`src/rtl/psram_pkg.sv`:
```
`timescale 1ns/1ps
// psram_pkg: opcodes and responder state encoding shared by responder and initiator.
// Latency: none (constants and types only).
// Backpressure: none.
package psram_pkg;

  // Command opcodes
  localparam logic [7:0] OP_RSTEN  = 8'h66;  // reset enable
  localparam logic [7:0] OP_RST    = 8'h99;  // reset (only after RSTEN)
  localparam logic [7:0] OP_QPI_EN = 8'h35;  // enter QPI command width
  localparam logic [7:0] OP_QPI_EX = 8'hF5;  // exit QPI command width
  localparam logic [7:0] OP_QREAD  = 8'hEB;  // quad read
  localparam logic [7:0] OP_QWRITE = 8'h38;  // quad write

  // The address is always six nibbles (24 bits) on the wire
  localparam int ADDR_NIBBLES = 6;

  typedef enum logic [2:0] {
    IDLE,
    CMD,
    ADDR,
    WAIT,
    WDATA,
    RDATA,
    IGNORE
  } state_t;

endpackage

```
`src/rtl/psram_resp_sync.sv`:
```
`timescale 1ns/1ps
// psram_resp_sync: 2-FF synchronizers for CE/SCLK/SIO plus SCLK edge strobes.
// Latency: 2 clk from pad to ce_n_s/sio_s; edge strobes valid the cycle the synced clock changes.
// Backpressure: none; free-running sampler, strobes are single-cycle.
// Ports: clk, rst_n            - system clock, async active-low reset
//        mem_ce_n, mem_clk, sio_in - raw pad inputs
//        ce_n_s, sio_s          - synchronized chip enable and data
//        sclk_rise, sclk_fall   - one-clk strobes on synchronized mem_clk edges
module psram_resp_sync (
  input  logic       clk,
  input  logic       rst_n,
  input  logic       mem_ce_n,
  input  logic       mem_clk,
  input  logic [3:0] sio_in,
  output logic       ce_n_s,
  output logic       sclk_rise,
  output logic       sclk_fall,
  output logic [3:0] sio_s
);

  logic       ce_m;
  logic       clk_m;
  logic       clk_s;
  logic       clk_q;
  logic [3:0] sio_m;

  // Data and clock go through the same depth, so sio_s lines up with the
  // mem_clk level seen in clk_s when the rise strobe fires.
  always_ff @(posedge clk or negedge rst_n) begin
    if (!rst_n) begin
      ce_m   <= 1'b1;
      ce_n_s <= 1'b1;
      clk_m  <= 1'b0;
      clk_s  <= 1'b0;
      clk_q  <= 1'b0;
      sio_m  <= 4'h0;
      sio_s  <= 4'h0;
    end else begin
      ce_m   <= mem_ce_n;
      ce_n_s <= ce_m;
      clk_m  <= mem_clk;
      clk_s  <= clk_m;
      clk_q  <= clk_s;
      sio_m  <= sio_in;
      sio_s  <= sio_m;
    end
  end

  assign sclk_rise = clk_s & ~clk_q;
  assign sclk_fall = ~clk_s & clk_q;

endmodule

```
`src/rtl/psram_responder.sv`:
```
`timescale 1ns/1ps
// psram_responder: PSRAM target model - SPI/QPI command decode, quad read/write to an internal byte array.
// Latency: read nibble appears 1 clk after the synced mem_clk falling edge that drives it.
// Backpressure: none; the initiator paces everything with mem_clk, CE high aborts within 1 clk of sync.
// Ports: clk, rst_n       - system clock (>= 4x mem_clk), async active-low reset
//        mem_ce_n, mem_clk, sio_in - initiator pins as seen at the pads
//        sio_out, sio_oe  - read nibble and its pad enable (only in RDATA)
//        qpi_mode         - 1 when the command phase is 4 bits per mem_clk
//        rst_done         - one-clk pulse when an RSTEN/RST pair completes
// Build option: define PSRAM_RESP_QPI_EN to enable 0x35/0xF5 QPI entry/exit;
//               otherwise those opcodes are unknown and qpi_mode stays 0.
module psram_responder #(
  parameter int ADDR_BITS   = 8,
  parameter int WAIT_CYCLES = 6
) (
  input  logic       clk,
  input  logic       rst_n,
  input  logic       mem_ce_n,
  input  logic       mem_clk,
  input  logic [3:0] sio_in,
  output logic [3:0] sio_out,
  output logic       sio_oe,
  output logic       qpi_mode,
  output logic       rst_done
);

  import psram_pkg::*;

  localparam int         DEPTH     = 1 << ADDR_BITS;
  localparam logic [7:0] WAIT_LAST = 8'(WAIT_CYCLES - 1);
  localparam logic [7:0] ADDR_LAST = 8'(ADDR_NIBBLES - 1);

  state_t state;
  state_t state_d;

  logic                 ce_n_s;
  logic                 sclk_rise;
  logic                 sclk_fall;
  logic [3:0]           sio_s;

  logic [7:0]           cnt;       // edges seen in the current state
  logic [6:0]           op_sh;     // opcode bits collected so far
  logic [7:0]           op_nxt;    // opcode including the bits on this edge
  logic                 op_last;   // this edge completes the opcode
  logic [ADDR_BITS-1:0] addr;
  logic                 is_read;
  logic                 rsten;
  logic                 rst_pend;  // RST accepted, fires when CE rises
  logic                 ce_armed;  // CE has been seen high since reset
  logic                 hi_vld;    // write high nibble captured
  logic [3:0]           hi_nib;
  logic                 nib_lo;    // next read drive is the low nibble

  logic [7:0]           mem [DEPTH];
  logic                 mem_we;
  logic [7:0]           mem_rd;

  psram_resp_sync u_sync (
    .clk       (clk),
    .rst_n     (rst_n),
    .mem_ce_n  (mem_ce_n),
    .mem_clk   (mem_clk),
    .sio_in    (sio_in),
    .ce_n_s    (ce_n_s),
    .sclk_rise (sclk_rise),
    .sclk_fall (sclk_fall),
    .sio_s     (sio_s)
  );

  // ---------------------------------------------------------------- FSM
  always_ff @(posedge clk or negedge rst_n) begin
    if (!rst_n) state <= IDLE;
    else        state <= state_d;
  end

  always_comb begin
    state_d = state;
    op_nxt  = qpi_mode ? {op_sh[3:0], sio_s} : {op_sh, sio_s[0]};
    op_last = qpi_mode ? (cnt == 8'd1) : (cnt == 8'd7);
    if (ce_n_s) begin
      state_d = IDLE;
    end else begin
      case (state)
        // ce_armed keeps a transfer that was already running when rst_n
        // released from being picked up half-way through.
        IDLE:  if (ce_armed) state_d = CMD;
        CMD:   if (sclk_rise && op_last) begin
                 if (op_nxt == OP_QREAD || op_nxt == OP_QWRITE) state_d = ADDR;
                 else                                            state_d = IGNORE;
               end
        ADDR:  if (sclk_rise && cnt == ADDR_LAST) begin
                 if (!is_read)              state_d = WDATA;
                 else if (WAIT_CYCLES == 0) state_d = RDATA;
                 else                       state_d = WAIT;
               end
        WAIT:  if (sclk_rise && cnt == WAIT_LAST) state_d = RDATA;
        default: ;
      endcase
    end
  end

  assign sio_oe = (state == RDATA);

  // ---------------------------------------------------------------- datapath
  always_ff @(posedge clk or negedge rst_n) begin
    if (!rst_n) begin
      cnt      <= 8'd0;
      op_sh    <= 7'd0;
      addr     <= '0;
      is_read  <= 1'b0;
      rsten    <= 1'b0;
      rst_pend <= 1'b0;
      ce_armed <= 1'b0;
      hi_vld   <= 1'b0;
      hi_nib   <= 4'h0;
      nib_lo   <= 1'b0;
      rst_done <= 1'b0;
      sio_out  <= 4'h0;
`ifdef PSRAM_RESP_QPI_EN
      qpi_mode <= 1'b0;
`endif
    end else begin
      rst_done <= 1'b0;

      if (state_d != state) cnt <= 8'd0;
      else if (sclk_rise)   cnt <= cnt + 8'd1;

      if (ce_n_s) begin
        ce_armed <= 1'b1;
        hi_vld   <= 1'b0;   // a lone write high nibble is dropped here
        nib_lo   <= 1'b0;
        if (rst_pend) begin
          rst_pend <= 1'b0;
          rst_done <= 1'b1;
`ifdef PSRAM_RESP_QPI_EN
          qpi_mode <= 1'b0;
`endif
        end
      end else begin
        case (state)
          CMD: if (sclk_rise) begin
            op_sh <= op_nxt[6:0];
            if (op_last) begin
              is_read <= (op_nxt == OP_QREAD);
              // Any opcode other than RSTEN consumes/clears the enable.
              rsten   <= (op_nxt == OP_RSTEN);
              if (op_nxt == OP_RST && rsten) rst_pend <= 1'b1;
`ifdef PSRAM_RESP_QPI_EN
              if (op_nxt == OP_QPI_EN)                  qpi_mode <= 1'b1;
              else if (op_nxt == OP_QPI_EX && qpi_mode) qpi_mode <= 1'b0;
`endif
            end
          end
          ADDR: if (sclk_rise) begin
            // Only the low ADDR_BITS of the 24-bit address survive the shift.
            addr <= ADDR_BITS'({addr, sio_s});
          end
          WDATA: if (sclk_rise) begin
            if (hi_vld) begin
              hi_vld <= 1'b0;
              addr   <= addr + ADDR_BITS'(1);
            end else begin
              hi_vld <= 1'b1;
              hi_nib <= sio_s;
            end
          end
          RDATA: if (sclk_fall) begin
            nib_lo <= ~nib_lo;
            if (nib_lo) addr <= addr + ADDR_BITS'(1);
          end
          default: ;
        endcase
      end

      // Output nibble is zero whenever the pad is not being driven.
      if (state_d != RDATA)
        sio_out <= 4'h0;
      else if (state == RDATA && sclk_fall)
        sio_out <= nib_lo ? mem_rd[3:0] : mem_rd[7:4];
    end
  end

`ifndef PSRAM_RESP_QPI_EN
  assign qpi_mode = 1'b0;
`endif

  // ---------------------------------------------------------------- memory
  // Not reset: contents survive both rst_n and the RST command.
  assign mem_we = !ce_n_s && (state == WDATA) && sclk_rise && hi_vld;
  assign mem_rd = mem[addr];

  always_ff @(posedge clk) begin
    if (mem_we) mem[addr] <= {hi_nib, sio_s};
  end

endmodule

```
`config.mk`:
```
export PLATFORM = sky130hd
export DESIGN_NAME = psram_responder
export DESIGN_NICKNAME = d
export VERILOG_FILES = /design/src/rtl/psram_pkg.sv /design/src/rtl/psram_resp_sync.sv /design/src/rtl/psram_responder.sv
export SDC_FILE = /design/constraint.sdc
export NUM_CORES = 2
export LEC_CHECK = 0
export ABC_AREA = 1
export CAP_MARGIN = 15
export CORE_ASPECT_RATIO = 0.7
export CORE_MARGIN = 1
export CORE_UTILIZATION = 30
export CTS_BUF_LIST = sky130_fd_sc_hd__clkbuf_16
export CTS_CLUSTER_DIAMETER = 30
export DETAILED_ROUTE_END_ITERATION = 7
export PLACE_DENSITY_LB_ADDON = 0.1
export REMOVE_ABC_BUFFERS = 1
export SLEW_MARGIN = 20
export SYNTH_ARGS = -nofsm -noshare
export SYNTH_HDL_FRONTEND = slang
export SYNTH_SLANG_ARGS = --single-unit
```
`constraint.sdc`:
```
create_clock -name clk -period 5.8 [get_ports clk]
set_input_delay 1.16 -clock clk [delete_from_list [all_inputs] [get_ports clk]]
set_output_delay 1.16 -clock clk [all_outputs]
set_load 0.05 [all_outputs]
```
==> results.json <==
{
  "synth_edf_count": 2048,
  "grt_overflow": 0,
  "grt_pass1_vias": 56632,
  "tns_ns": 0,
  "clkSlewWorstSetupHoldPaths_ns": 0.05,
  "cp.arrival_ns": 5.10,
  "skew_ns": 0.0467,
  "area_growth_pct": 20.8,
  "drt_wl_total_um": 290000,
  "clk-insertion-delay-late_ns": 0.90,
  "cts_resized": 0,
  "synth_ff_type": "edfxtp_1",
  "cts.sinks": 2102,
  "ff_latch_area_sq_um": 62900,
  "crit_path_start_kind": "register",
  "synth_cell_types": 44,
  "die_h_um": 452,
  "drc": 0,
  "via_count": 57959,
  "gp_congestion": 0.785,
  "synth-seq-area-share_pct": 72.4,
  "wl_per_cell_um": 24.1,
  "final_nets": 7879,
  "start_util_pct": 30.3,
  "vias_per_cell": 4.82,
  "drive_gt1_share_pct": 10.6,
  "die_w_um": 645,
  "n_fill_cell": 28197,
  "clockBufferDepth": 4,
  "hp-class": "register to register",
  "detail_route.first_pass.iterations": 5,
  "setup_viol": 0,
  "netlist.area_leader.share_pct": 70.8,
  "synth_top_area_cell": "edfxtp_1",
  "reg2reg_depth": 15,
  "setup_slack_ns": 1.50,
  "syn_area_sq_um": 86800,
  "cts_made_buffers": 410,
  "ir_drop_v": 0.000249,
  "ctsHtreeMaxLevel": 5,
  "max-cap-violations": 0,
  "slew_violations": 0,
  "dp_hpwl_um": 163000,
  "ant_nets": 0,
  "power.density_nw_per_um2": 394,
  "grt_usage_pct": 19.5,
  "hold_viol": 0,
  "syn_area_per_cell_sq_um": 11.2,
  "synth-async-reset-ratio_pct": 2.57,
  "pre_cts_slack_ns": 1.62,
  "rsz0062_at_grt": "false",
  "relSlewSlack_pct": 18.5,
  "core_area_sq_um": 286000,
  "die-area_sq_um": 292000,
  "ys_top_cells_by_area": "edfxtp_1, nand2_1, nand3_1, nor2_1, dfrtp_1",
  "drtIter0Drc": 5519,
  "yosys_warnings": 0,
  "final_cell_mix": "nand2_1, edfxtp_1, nand3_1",
  "num_io_pins": 15,
  "worst_pin_slew_ns": 1.21,
  "clock.fmax_ghz": 0.233,
  "end_kind": "register",
  "final_common_cell": "nand2_1",
  "cts_tree": "built",
  "crit_fanout": 200,
  "period_share_pct": 74.1,
  "clock-root-buffer": "clkbuf_16",
  "grt_start_max_net_pins": 201,
  "antenna_found_initial": 18,
  "multi_input_area_sq_um": 21000,
  "fp-row-count": 164,
  "period_minus_slack_ns": 4.30,
  "post_cts.repair.setup_buffers": 0,
  "critical_path_required_ns": 6.60,
  "status": "completed",
  "worstSetupPathType": "register to register",
  "grt_pass1_wl_um": 419000,
  "synthCells": 7757,
  "port_buffers": 13,
  "leakage_nw": 38.0,
  "whs_path_depth": 0,
  "postCtsHoldBufs": 0,
  "ys_ff_latch": 2102
}
-- routing by layer --
| layer | global-route usage (%) | share of wire, % |
|---|---|---|
| met5 | 0 | 0 |
| met4 | 4.27 | 1.9 |
| met3 | 2.80 | 5.4 |
| met2 | 28.3 | 42 |
| met1 | 30.7 | 51 |
-- metrics by stage --
stage | util [%] | hold slack, ns | instances | instance area, sq um | total power, mW
after floorplan | - | 0.331 | 7307 | 84200 | 17.0
after global placement | 31.6 | 0.333 | 11271 | 90600 | 17.1
after detailed placement | 31.6 | 0.335 | 11271 | 90600 | 17.1
after CTS | 36.6 | 0.346 | 12020 | 105000 | 41.7
after global routing | 36.6 | 0.353 | 12020 | 105000 | 42.4
final | 36.6 | 0.344 | 12027 | 105000 | 41.3
-- worst max-delay path, stage by stage, from the launching register on --
cell and delay [ns]:
dfrtp_4 0.69, inv_16 0.64, buf_12 0.42, nand2_1 0.09
nand3_1 0.09, nand2_1 0.11, nand2_1 0.09, nand2_1 0.05
o21ai_0 0.89, and2_0 0.23, nand2_1 0.05, nand2_1 0.08
nand2_1 0.12, o21ai_1 0.21, nand3_1 0.10, nand2_1 0.11
-- where the power goes --
part           total, mW  switching, mW  leakage (nW)  internal [mW]
clock               24.4           8.29          7.00           16.2
combinational      0.228          0.193          14.1         0.0347
sequential          16.6         0.0470          16.9           16.6
total               41.3           8.53          38.0           32.8
-- sequential cells by signal, indices dropped and copies added, names as in the netlist, 3 cells and up --
name	count
mem	2048
addr	8
cnt	8
op_sh	7
hi_nib	4
sio_out	4
u_sync.sio_m	4
u_sync.sio_s	4
state	3
-- logic make-up (layout without fill, tap and decap cells) --
| logic type | Yosys count | after routing | synth area share [%] |
|---|---|---|---|
| and+or+nand+nor | 4725 | 4725 | 21.8 |
| DFF | 2102 | 2102 | 72.4 |
| buffers and inverters | 552 | 997 | 3.46 |
| AOI/OAI and AO/OA | 360 | 360 | 2.12 |
| xor gates and xnor gates | 8 | 8 | 0.0807 |
| adders and majority gates | 6 | 6 | 0.0865 |
| muxes | 3 | 3 | 0.0375 |
| other | 1 | 8 | 0.00432 |
-- cell type report --
type / instances / area share, %
diodes: 7 / 0.0167
clock buffers: 411 / 9.81
clock inverters: 338 / 3.76
inverters: 102 / 0.395
multi-input cells: 5103 / 20.1
flip-flops and latches: 2102 / 60.0
well taps: 3818 / 4.56
repair buffers: 146 / 1.42
-- final timing paths --
path,startpoint,end,slack (ns)
max,addr[0],sio_out[1],1.50
min,u_sync.sio_m[2],u_sync.sio_s[2],0.34
max reg2reg,addr[0],sio_out[1],1.50
min reg2reg,u_sync.sio_m[2],u_sync.sio_s[2],0.34
max in group asynchronous,rst_n,u_sync.sio_s[2],4.76
min in group asynchronous,rst_n,cnt[4],0.46
-- synthesized netlist by cell type (7+ instances only) --
cell / number
nand2_1: 3070
edfxtp_1: 2048
nand3_1: 800
nor2_1: 779
buf_2: 241
o21ai_0: 223
o21ai_1: 102
inv_1: 94
clkbuf_1: 81
buf_4: 54
buf_6: 52
dfrtp_1: 52
nand4_1: 38
buf_1: 18
nor3_1: 16
a21oi_1: 15
o22ai_1: 10
xor2_1: 8
nor2_2: 7
Power figures use the tool's default switching activity.
